`src/rtl/loader_pkg.sv`:
```
// rtl/loader_pkg.sv - shared state encoding and stream-format constants for the program loader
package loader_pkg;

  typedef enum logic [2:0] {
    HDR0 = 3'd0,
    HDR1 = 3'd1,
    DATA = 3'd2,
    CSUM = 3'd3,
    DONE = 3'd4,
    ERR  = 3'd5
  } load_state_e;

  localparam int HDR_BYTES      = 2;
  localparam int BYTES_PER_WORD = 4;
  localparam int BYTE_CNT_W     = $clog2(BYTES_PER_WORD);

endpackage

```
`src/rtl/word_assembler.sv`:
```
// rtl/word_assembler.sv - shifts payload bytes into little-endian words and keeps the running XOR checksum
module word_assembler
  import loader_pkg::*;
(
  input  logic        clk,
  input  logic        Reset_n,
  input  logic        clear_i,
  input  logic        byte_valid_i,
  input  logic [7:0]  byte_data_i,
  output logic [31:0] word_o,
  output logic        word_done_o,
  output logic [7:0]  checksum_o
);

  logic [BYTE_CNT_W-1:0] byte_cnt_q, byte_cnt_d;
  logic [23:0]           shift_q, shift_d;
  logic [7:0]            csum_q, csum_d;

  // The fourth byte is combined combinationally so the parent can register the full word on the same edge.
  assign word_o      = {byte_data_i, shift_q};
  assign word_done_o = byte_valid_i && (byte_cnt_q == BYTE_CNT_W'(BYTES_PER_WORD - 1));
  assign checksum_o  = csum_q;

  always_comb begin
    byte_cnt_d = byte_cnt_q;
    shift_d    = shift_q;
    csum_d     = csum_q;
    if (clear_i) begin
      byte_cnt_d = '0;
      shift_d    = '0;
      csum_d     = '0;
    end else if (byte_valid_i) begin
      byte_cnt_d = byte_cnt_q + 1'b1;
      shift_d    = {byte_data_i, shift_q[23:8]};
      csum_d     = csum_q ^ byte_data_i;
    end
  end

  always_ff @(posedge clk or negedge Reset_n) begin
    if (!Reset_n) begin
      byte_cnt_q <= '0;
      shift_q    <= '0;
      csum_q     <= '0;
    end else begin
      byte_cnt_q <= byte_cnt_d;
      shift_q    <= shift_d;
      csum_q     <= csum_d;
    end
  end

endmodule

```
`src/rtl/imem_loader.sv`:
```
// rtl/imem_loader.sv - boot loader that writes a checksum-verified byte stream into instruction memory
module imem_loader
  import loader_pkg::*;
#(
  parameter int ADDR_W = 10
) (
  input  logic              clk,
  input  logic              Reset_n,
  input  logic [7:0]        rx_data,
  input  logic              rx_valid,
  output logic              rx_ready,
  input  logic              start,
  output logic              imem_we,
  output logic [ADDR_W-1:0] imem_addr,
  output logic [31:0]       imem_wdata,
  output logic              cpu_reset,
  output logic              load_done,
  output logic              load_error
);

  localparam int MAX_WORDS = 1 << ADDR_W;

  load_state_e       state_q, state_d;
  logic [15:0]       n_q, n_d;
  logic [ADDR_W:0]   word_idx_q, word_idx_d;
  logic [ADDR_W:0]   word_idx_inc;
  logic              imem_we_q, imem_we_d;
  logic [ADDR_W-1:0] imem_addr_q, imem_addr_d;
  logic [31:0]       imem_wdata_q, imem_wdata_d;

  logic              xfer;
  logic              asm_valid;
  logic              asm_clear;
  logic [31:0]       asm_word;
  logic              asm_word_done;
  logic [7:0]        asm_csum;
  logic [15:0]       n_full;

  assign rx_ready     = (state_q == HDR0) || (state_q == HDR1) ||
                        (state_q == DATA) || (state_q == CSUM);
  assign xfer         = rx_valid && rx_ready;
  assign asm_valid    = xfer && (state_q == DATA);
  assign word_idx_inc = word_idx_q + 1'b1;
  assign n_full       = {rx_data, n_q[7:0]};

  assign cpu_reset  = (state_q != DONE);
  assign load_done  = (state_q == DONE);
  assign load_error = (state_q == ERR);
  assign imem_we    = imem_we_q;
  assign imem_addr  = imem_addr_q;
  assign imem_wdata = imem_wdata_q;

  word_assembler u_word_assembler (
    .clk          (clk),
    .Reset_n      (Reset_n),
    .clear_i      (asm_clear),
    .byte_valid_i (asm_valid),
    .byte_data_i  (rx_data),
    .word_o       (asm_word),
    .word_done_o  (asm_word_done),
    .checksum_o   (asm_csum)
  );

  always_comb begin
    state_d      = state_q;
    n_d          = n_q;
    word_idx_d   = word_idx_q;
    imem_we_d    = 1'b0;
    imem_addr_d  = imem_addr_q;
    imem_wdata_d = imem_wdata_q;
    asm_clear    = 1'b0;

    case (state_q)
      HDR0: begin
        if (xfer) begin
          n_d[7:0] = rx_data;
          state_d  = HDR1;
        end
      end
      HDR1: begin
        if (xfer) begin
          n_d[15:8] = rx_data;
          if (int'(n_full) > MAX_WORDS) begin
            state_d = ERR;
          end else if (n_full == 16'd0) begin
            state_d = CSUM;
          end else begin
            state_d = DATA;
          end
        end
      end
      DATA: begin
        if (asm_word_done) begin
          imem_we_d    = 1'b1;
          imem_addr_d  = word_idx_q[ADDR_W-1:0];
          imem_wdata_d = asm_word;
          word_idx_d   = word_idx_inc;
          if (32'(word_idx_inc) == 32'(n_q)) begin
            state_d = CSUM;
          end
        end
      end
      CSUM: begin
        if (xfer) begin
          state_d = (rx_data == asm_csum) ? DONE : ERR;
        end
      end
      DONE, ERR: begin
        // Restart wipes all per-image progress; the write port keeps its last values.
        if (start) begin
          state_d    = HDR0;
          n_d        = '0;
          word_idx_d = '0;
          asm_clear  = 1'b1;
        end
      end
      default: begin
        state_d = HDR0;
      end
    endcase
  end

  always_ff @(posedge clk or negedge Reset_n) begin
    if (!Reset_n) begin
      state_q      <= HDR0;
      n_q          <= '0;
      word_idx_q   <= '0;
      imem_we_q    <= 1'b0;
      imem_addr_q  <= '0;
      imem_wdata_q <= '0;
    end else begin
      state_q      <= state_d;
      n_q          <= n_d;
      word_idx_q   <= word_idx_d;
      imem_we_q    <= imem_we_d;
      imem_addr_q  <= imem_addr_d;
      imem_wdata_q <= imem_wdata_d;
    end
  end

endmodule
```
`config.mk`:
```
export PLATFORM = sky130hd
export DESIGN_NAME = imem_loader
export DESIGN_NICKNAME = d
export VERILOG_FILES = /design/src/rtl/loader_pkg.sv /design/src/rtl/word_assembler.sv /design/src/rtl/imem_loader.sv
export SDC_FILE = /design/constraint.sdc
export NUM_CORES = 1
export LEC_CHECK = 0
export BUFFER_PORTS_ARGS = -buffer_cell sky130_fd_sc_hd__buf_4
export CAP_MARGIN = 5
export CORE_MARGIN = 1.5
export CORE_UTILIZATION = 40
export CTS_CLUSTER_DIAMETER = 40
export DETAILED_ROUTE_END_ITERATION = 16
export HOLD_SLACK_MARGIN = 0.12
export PLACE_DENSITY = 0.69
export SYNTH_ARGS = -nofsm -noshare
export SYNTH_HDL_FRONTEND = slang
export SYNTH_SLANG_ARGS = --single-unit
export TNS_END_PERCENT = 50
```
`constraint.sdc`:
```
create_clock -name clk -period 4.02 [get_ports clk]
set_clock_uncertainty 0.15 [all_clocks]
set_input_delay 0.804 -clock clk [delete_from_list [all_inputs] [get_ports clk]]
set_output_delay 0.804 -clock clk [all_outputs]
set_load 0.01 [all_outputs]
```
Word-level counts from Yosys, hierarchy flattened

Index checks and enable logic that the tools add are counted.

Bits in registers: 107
Bits in latches: 0
RAM bits: 0
Bits in read-only memories: 0
Bits of input ports: 12
Output and inout bits: 47
Logic and storage cells: 74
Memories kept: 0

Add/sub/neg operators: 2
Multipliers: 0
Div/mod/pow operators: 0
Magnitude comparators: 1
Equality and inequality tests: 15
Shift operators: 0
Multiplexer cells: 27
Bitwise logic cells: 1
Reduce and logical (&&, ||, !) cells: 18

Operators with widths:

| cell                                                 | count |
|---|---|
| 2-to-1 mux 24 bit                                    | 2 |
| one-hot mux 8 bit (2 select lines)                   | 2 |
| 2-to-1 mux 8 bit                                     | 3 |
| 2-to-1 mux 11 bit                                    | 2 |
| one-hot mux 11 bit (2 select lines)                  | 1 |
| 2-to-1 mux 3 bit                                     | 7 |
| equality test 11 x 16 -> 1 bit                       | 1 |
| > comparator 16 x 11 -> 1 bit, second input constant | 1 |
| logical NOT 16 bit                                   | 1 |
| 2-to-1 mux 16 bit                                    | 1 |
| one-hot mux 3 bit (5 select lines)                   | 1 |
| adder 11 x 1 -> 11 bit, second input constant        | 1 |
| != test 2 bit, second input constant                 | 5 |
| AND reduction 3 bit                                  | 3 |
| equality test 8 bit                                  | 1 |
| nonzero test 2 bit                                   | 4 |
| XOR 8 bit                                            | 1 |
| equality test 3 x 2 -> 1 bit, second input constant  | 2 |
| equality test 3 bit, second input constant           | 2 |
| 2-to-1 mux 1 bit                                     | 6 |
| AND reduction 6 bit                                  | 1 |
| 2-to-1 mux 2 bit                                     | 2 |
| equality test 3 x 1 -> 1 bit, second input constant  | 1 |
| logical AND 1 bit                                    | 3 |
| other kinds (8)                                      | 10 |

Depth between registers and ports, before layout

Depth in word-level cells: 9
Gate-level depth with buffers: 10
Mapped depth without buffers: 7

By module

A second synthesis with hierarchy kept.

Cells, all modules: 525
Area total of the unflattened synthesis: 5009.8 um^2

By module, submodules not included:

| module         | instances | cells each | area each (um^2) | seq. area each (um^2) |
|---|---|---|---|---|
| imem_loader    | 1         | 396        | 3453.3           | 1826.8 |
| word_assembler | 1         | 129        | 1556.5           | 850.8 |

Worst setup path before layout

OpenSTA, ideal clock, no wires.

Path type: reg-to-reg
Start: register word_idx_q[0]
End: register state_q[0]
Setup time: 0.077 ns
Data arrival time: 2.054 ns
Required time: 3.793 ns
Slack: 1.739 ns
Cell stages (with the launch flop): 8
Buffers on the path: 0
Period minus slack after synthesis: 2.281 ns
Cells stage by stage: dfrtp_1 ha_1 nand3_1 nor3_1 xnor2_1 o211ai_1 or4_1 a21oi_1

Word-level cells in the longest chain between the ends: 4

RTL lines:

| what                                    | RTL line           | source |
|---|---|---|
| start: declaration                      | imem_loader.sv:25  | `logic [ADDR_W:0] word_idx_q, word_idx_d;` |
| start signal: assignment                | imem_loader.sv:134 | `word_idx_q <= word_idx_d;` |
| adder 11 x 1 -> 11 bit                  | imem_loader.sv:43  | `assign word_idx_inc = word_idx_q + 1'b1;` |
| equality test 11 x 16 -> 1 bit          | imem_loader.sv:98  | `if (32'(word_idx_inc) == 32'(n_q)) begin` |
| != test 2 x 1 -> 1 bit (no source line) | --                 |  |
| AND reduction 6 bit (no source line)    | --                 |  |
| end signal: assignment                  | imem_loader.sv:132 | `state_q <= state_d;` |
| end: declaration                        | imem_loader.sv:23  | `load_state_e state_q, state_d;` |

No other way between the ends.
A chain may end at the register's enable or synchronous reset.

Worst setup path in the final report

Start: register state_q[1]
End: output load_done

Word-level cells in the longest chain between the ends: 1

RTL lines:

| what                | RTL line          | source |
|---|---|---|
| equality test 3 bit | imem_loader.sv:47 | `assign load_done = (state_q == DONE);` |
| end: declaration    | imem_loader.sv:17 | `output logic load_done,` |

No other way between the ends.

==> summary.md <==
| Metric | Value |
|---|---|
| Hold Crit Class | `flip-flop to flip-flop` |
| Post-synthesis average cell area | `8.929 um^2` |
| Global-route usage over all layers | `0.1782` |
| Area leader, netlist | `dfrtp_1` |
| Via-to-Cell Ratio | `5.129` |
| Fin crit share | `0.6653` |
| CP max stage cell | `dfrtp_1` |
| H-tree Lvls | `3` |
| Starting DRT DRC Count | `236` |
| Post_cts resized | `0` |
| Max Cap Viol | `0` |
| DIE HEIGHT | `111.6 um` |
| Most used cell, CP | `nand2b_1` |
| Share of the synthesized area in the top cell type | `0.5679` |
| Crit end category | `primary output` |
| Nets | `588` |
| Max stage delay on crit path | `0.52 ns` |
| Worst VDD drop | `0.0003776 V` |
| Global-route wire length before repair | `17840 um` |
| Startpoint types | `flip-flop` |
| Post-route DRC | `0` |
| Most used DFF post-synth | `dfrtp_1` |
| Flop pwr share | `0.507` |
| Internal power | `1.744 mW` |
| Share of layout cells above drive strength 1 | `0.1488` |
| TritonCTS buffer count | `9` |
| Hpwl dp | `7083 um` |
| Clock-pin slew on the worst setup and hold paths | `0.07 ns` |
| CTS tree | `yes` |
| Register-to-register setup slack | `1.36 ns` |
| N_diodes | `0` |
| Mapped Area | `4715 um^2` |
| Max Clock Freq | `0.3739 GHz` |
| Post-synthesis register bit count | `107` |
| Die Footprint | `12450 um^2` |
| Clk buf depth | `2` |
| Root buf cell | `clkbuf_16` |
| Clock Sinks | `107` |
| Switching pwr | `696.3 uW` |
| Ports | `59` |
| Ys async rst share | `1.000` |
| Register area share after synthesis | `0.5679` |
| Top cells by area, synth | `dfrtp_1 57%, nand2_1 17%, a21oi_1 3.4%` |
| Detail Route Antenna Nets | `0` |
| RD Place Congestion | `0.8768` |
| Post-DR wirelength/cell | `14.50 um` |
| Slew Viols, Final | `0` |
| Rows | `39` |
| Initial antenna violation count | `0` |
| Via count | `3698` |
| Reg2reg start | `word_idx_q[0]$_DFFE_PN0P_` |
| EDFF count, synth | `0` |
| Relative slew slack | `0.4369` |
| Data arrival, critical path | `1.72 ns` |
| Pwr per Cell Area | `440.7 nW/um^2` |
| Setup Fix Bufs, Post-CTS | `0` |
| Net Sw Frac | `0.2853` |
| Hold path depth | `2` |
| Cell variety after synth | `38` |
| Clock power share | `0.334` |
| Syn nets | `542` |
| Hold Path End | `imem_wdata[6]$_DFFE_PN0P_` |
| FF-to-FF path depth | `7` |
| Hold Violations, Final | `0` |
| Total congestion overflow | `0` |
| Largest net degree at the start of global routing | `58` |
| RSZ-0062 raised after global routing | `no` |
| Final WS setup | `1.345 ns` |
| Comb power frac | `0.159` |
| Initial core utilization | `0.4111` |
| Critical path, cell by cell | `nand2b_1 -> nand2b_1 -> inv_1 -> buf_4` |
| Crit Path Max Fanout | `13` |
| Slew @ Worst Pin | `0.8426 ns` |
| Area growth, synth to finish | `17.46%` |
| WL final | `10460 um` |
| Core Region | `11470 um^2` |
| Worst slack at placement | `1.060 ns` |
| Critical Path RT | `3.07 ns` |
| Setup CP Type | `flip-flop to primary output` |
| Tmin final | `2.675 ns` |
| Drt pass-1 iters | `4` |
| Setup TNS | `0 ns` |
| Outcome | `completed` |
| Die outline width | `111.6 um` |
| Pleak | `2.806 nW` |
| Port Buffer Count | `58` |
| Post-synthesis cell count | `528` |
| Clock Latency Late Sink | `0.35 ns` |
| Cts hold-fix bufs | `0` |
| Final setup viols | `0` |
| Synthesis Warnings | `0` |
| Number of global-route vias before repair | `3638` |
| Min-delay src | `u_word_assembler.shift_q[6]$_DFFE_PN0P_` |
| Worst r2r dst | `state_q[0]$_DFFE_PN0P_` |
## worst max-delay path, delay by kind of cell, from the launching register on
family                 cells  cell delay (ns)
buffers and inverters      2             0.18
and+or+nand+nor            2             0.67
DFF                        1             0.52
## cells in the mapped netlist, types with 4 or more instances
master and instances:
a21oi_1 32, a22o_1 8, buf_2 5, clkbuf_1 19, dfrtp_1 107, inv_1 6
nand2_1 212, nand3_1 8, nor2_1 22, nor3_1 5, nor4_1 4, o21ai_0 26
o31ai_1 4, xnor2_1 16, xor2_1 16
## how the worst max path moves through the flow
stage | start | endpoint | slack, ns | depth (start not counted)
after global placement | rx_valid | word_idx_q[4]$_DFFE_PN0P_ | 1.14 | 9
after CTS | state_q[1]$_DFFE_PN0P_ | load_done | 1.32 | 4
final | state_q[1]$_DFFE_PN0P_ | load_done | 1.35 | 4
after global routing | word_idx_q[0]$_DFFE_PN0P_ | state_q[0]$_DFFE_PN0P_ | 1.16 | 7
after floorplan | word_idx_q[0]$_DFFE_PN0P_ | state_q[0]$_DFFE_PN0P_ | 1.74 | 7
after detailed placement | rx_valid | word_idx_q[3]$_DFFE_PN0P_ | 1.06 | 9
## power groups by stage
| stage | Sequential [mW] | Clock, mW | Combinational [mW] |
|---|---|---|---|
| 2_1_floorplan | 1.21 | 0 | 0.291 |
| 3_3_place_gp | 1.25 | 0 | 0.383 |
| 3_5_place_dp | 1.26 | 0 | 0.390 |
| 4_1_cts | 1.24 | 0.831 | 0.393 |
| 5_1_grt | 1.25 | 0.871 | 0.441 |
| 6_report | 1.24 | 0.814 | 0.389 |
## placed cells by master, fill, tap and decap left out, types with 3 or more instances in the layout
master | Yosys | layout
nand2_1 | 212 | 211
dfrtp_1 | 107 | 107
buf_4 | 1 | 64
a21oi_1 | 32 | 32
o21ai_0 | 26 | 26
nor2_1 | 22 | 21
xnor2_1 | 16 | 16
xor2_1 | 16 | 16
clkbuf_16 | 0 | 9
nand3_1 | 8 | 8
a22o_1 | 8 | 8
inv_1 | 6 | 6
nor3_1 | 5 | 5
nor4_1 | 4 | 4
o31ai_1 | 4 | 4
or4_1 | 3 | 3
a31oi_1 | 3 | 3
and3_1 | 3 | 3
## flip-flops by register name, summed over array words and instances (netlist names)
signal / flops
imem_wdata: 32
u_word_assembler.shift_q: 24
n_q: 16
word_idx_q: 11
imem_addr: 10
u_word_assembler.checksum_o: 8
state_q: 3
u_word_assembler.byte_cnt_q: 2
imem_we: 1
## per-stage QoR
stage,utilization,hold slack (ns),instances,total power [mW],cell area [um^2]
after detailed placement,0.4594,0.3098,706,1.647,5268
final,0.4829,0.3227,721,2.440,5538
after floorplan,-,0.2886,528,1.502,4715
after CTS,0.4829,0.3252,721,2.460,5538
after global routing,0.4829,0.3368,721,2.560,5538
after global placement,0.4594,0.3068,706,1.634,5268
## final cells by class
class                      instances  area [um^2]
tap                              143        178.9
fill                            1107         5929
multi-input combinational        386         1908
clock inverter                     4        27.53
timing repair buffer              64        480.5
sequential                       107         2678
inverter                           6        22.52
clock buffer                      11        242.7
## logic make-up (layout without fill, tap and decap cells)
group | count (synthesis) | after routing | share of synthesized area
and+or+nand+nor | 271 | 271 | 0.2365
xor gates and xnor gates | 32 | 32 | 0.05945
adders and majority gates | 2 | 2 | 0.005307
buffers and inverters | 35 | 85 | 0.03158
DFF | 107 | 107 | 0.5679
AOI/OAI and AO/OA | 81 | 81 | 0.09926
## metal layers
layer	up-vias	track usage	part of all wire
li1	1816	-	-
met1	1796	0.2507	0.48
met2	72	0.2798	0.47
met3	14	0.02069	0.037
met4	0	0.08017	0.021
met5	-	0	0
Note: power is estimated with default switching activity, not from simulation.
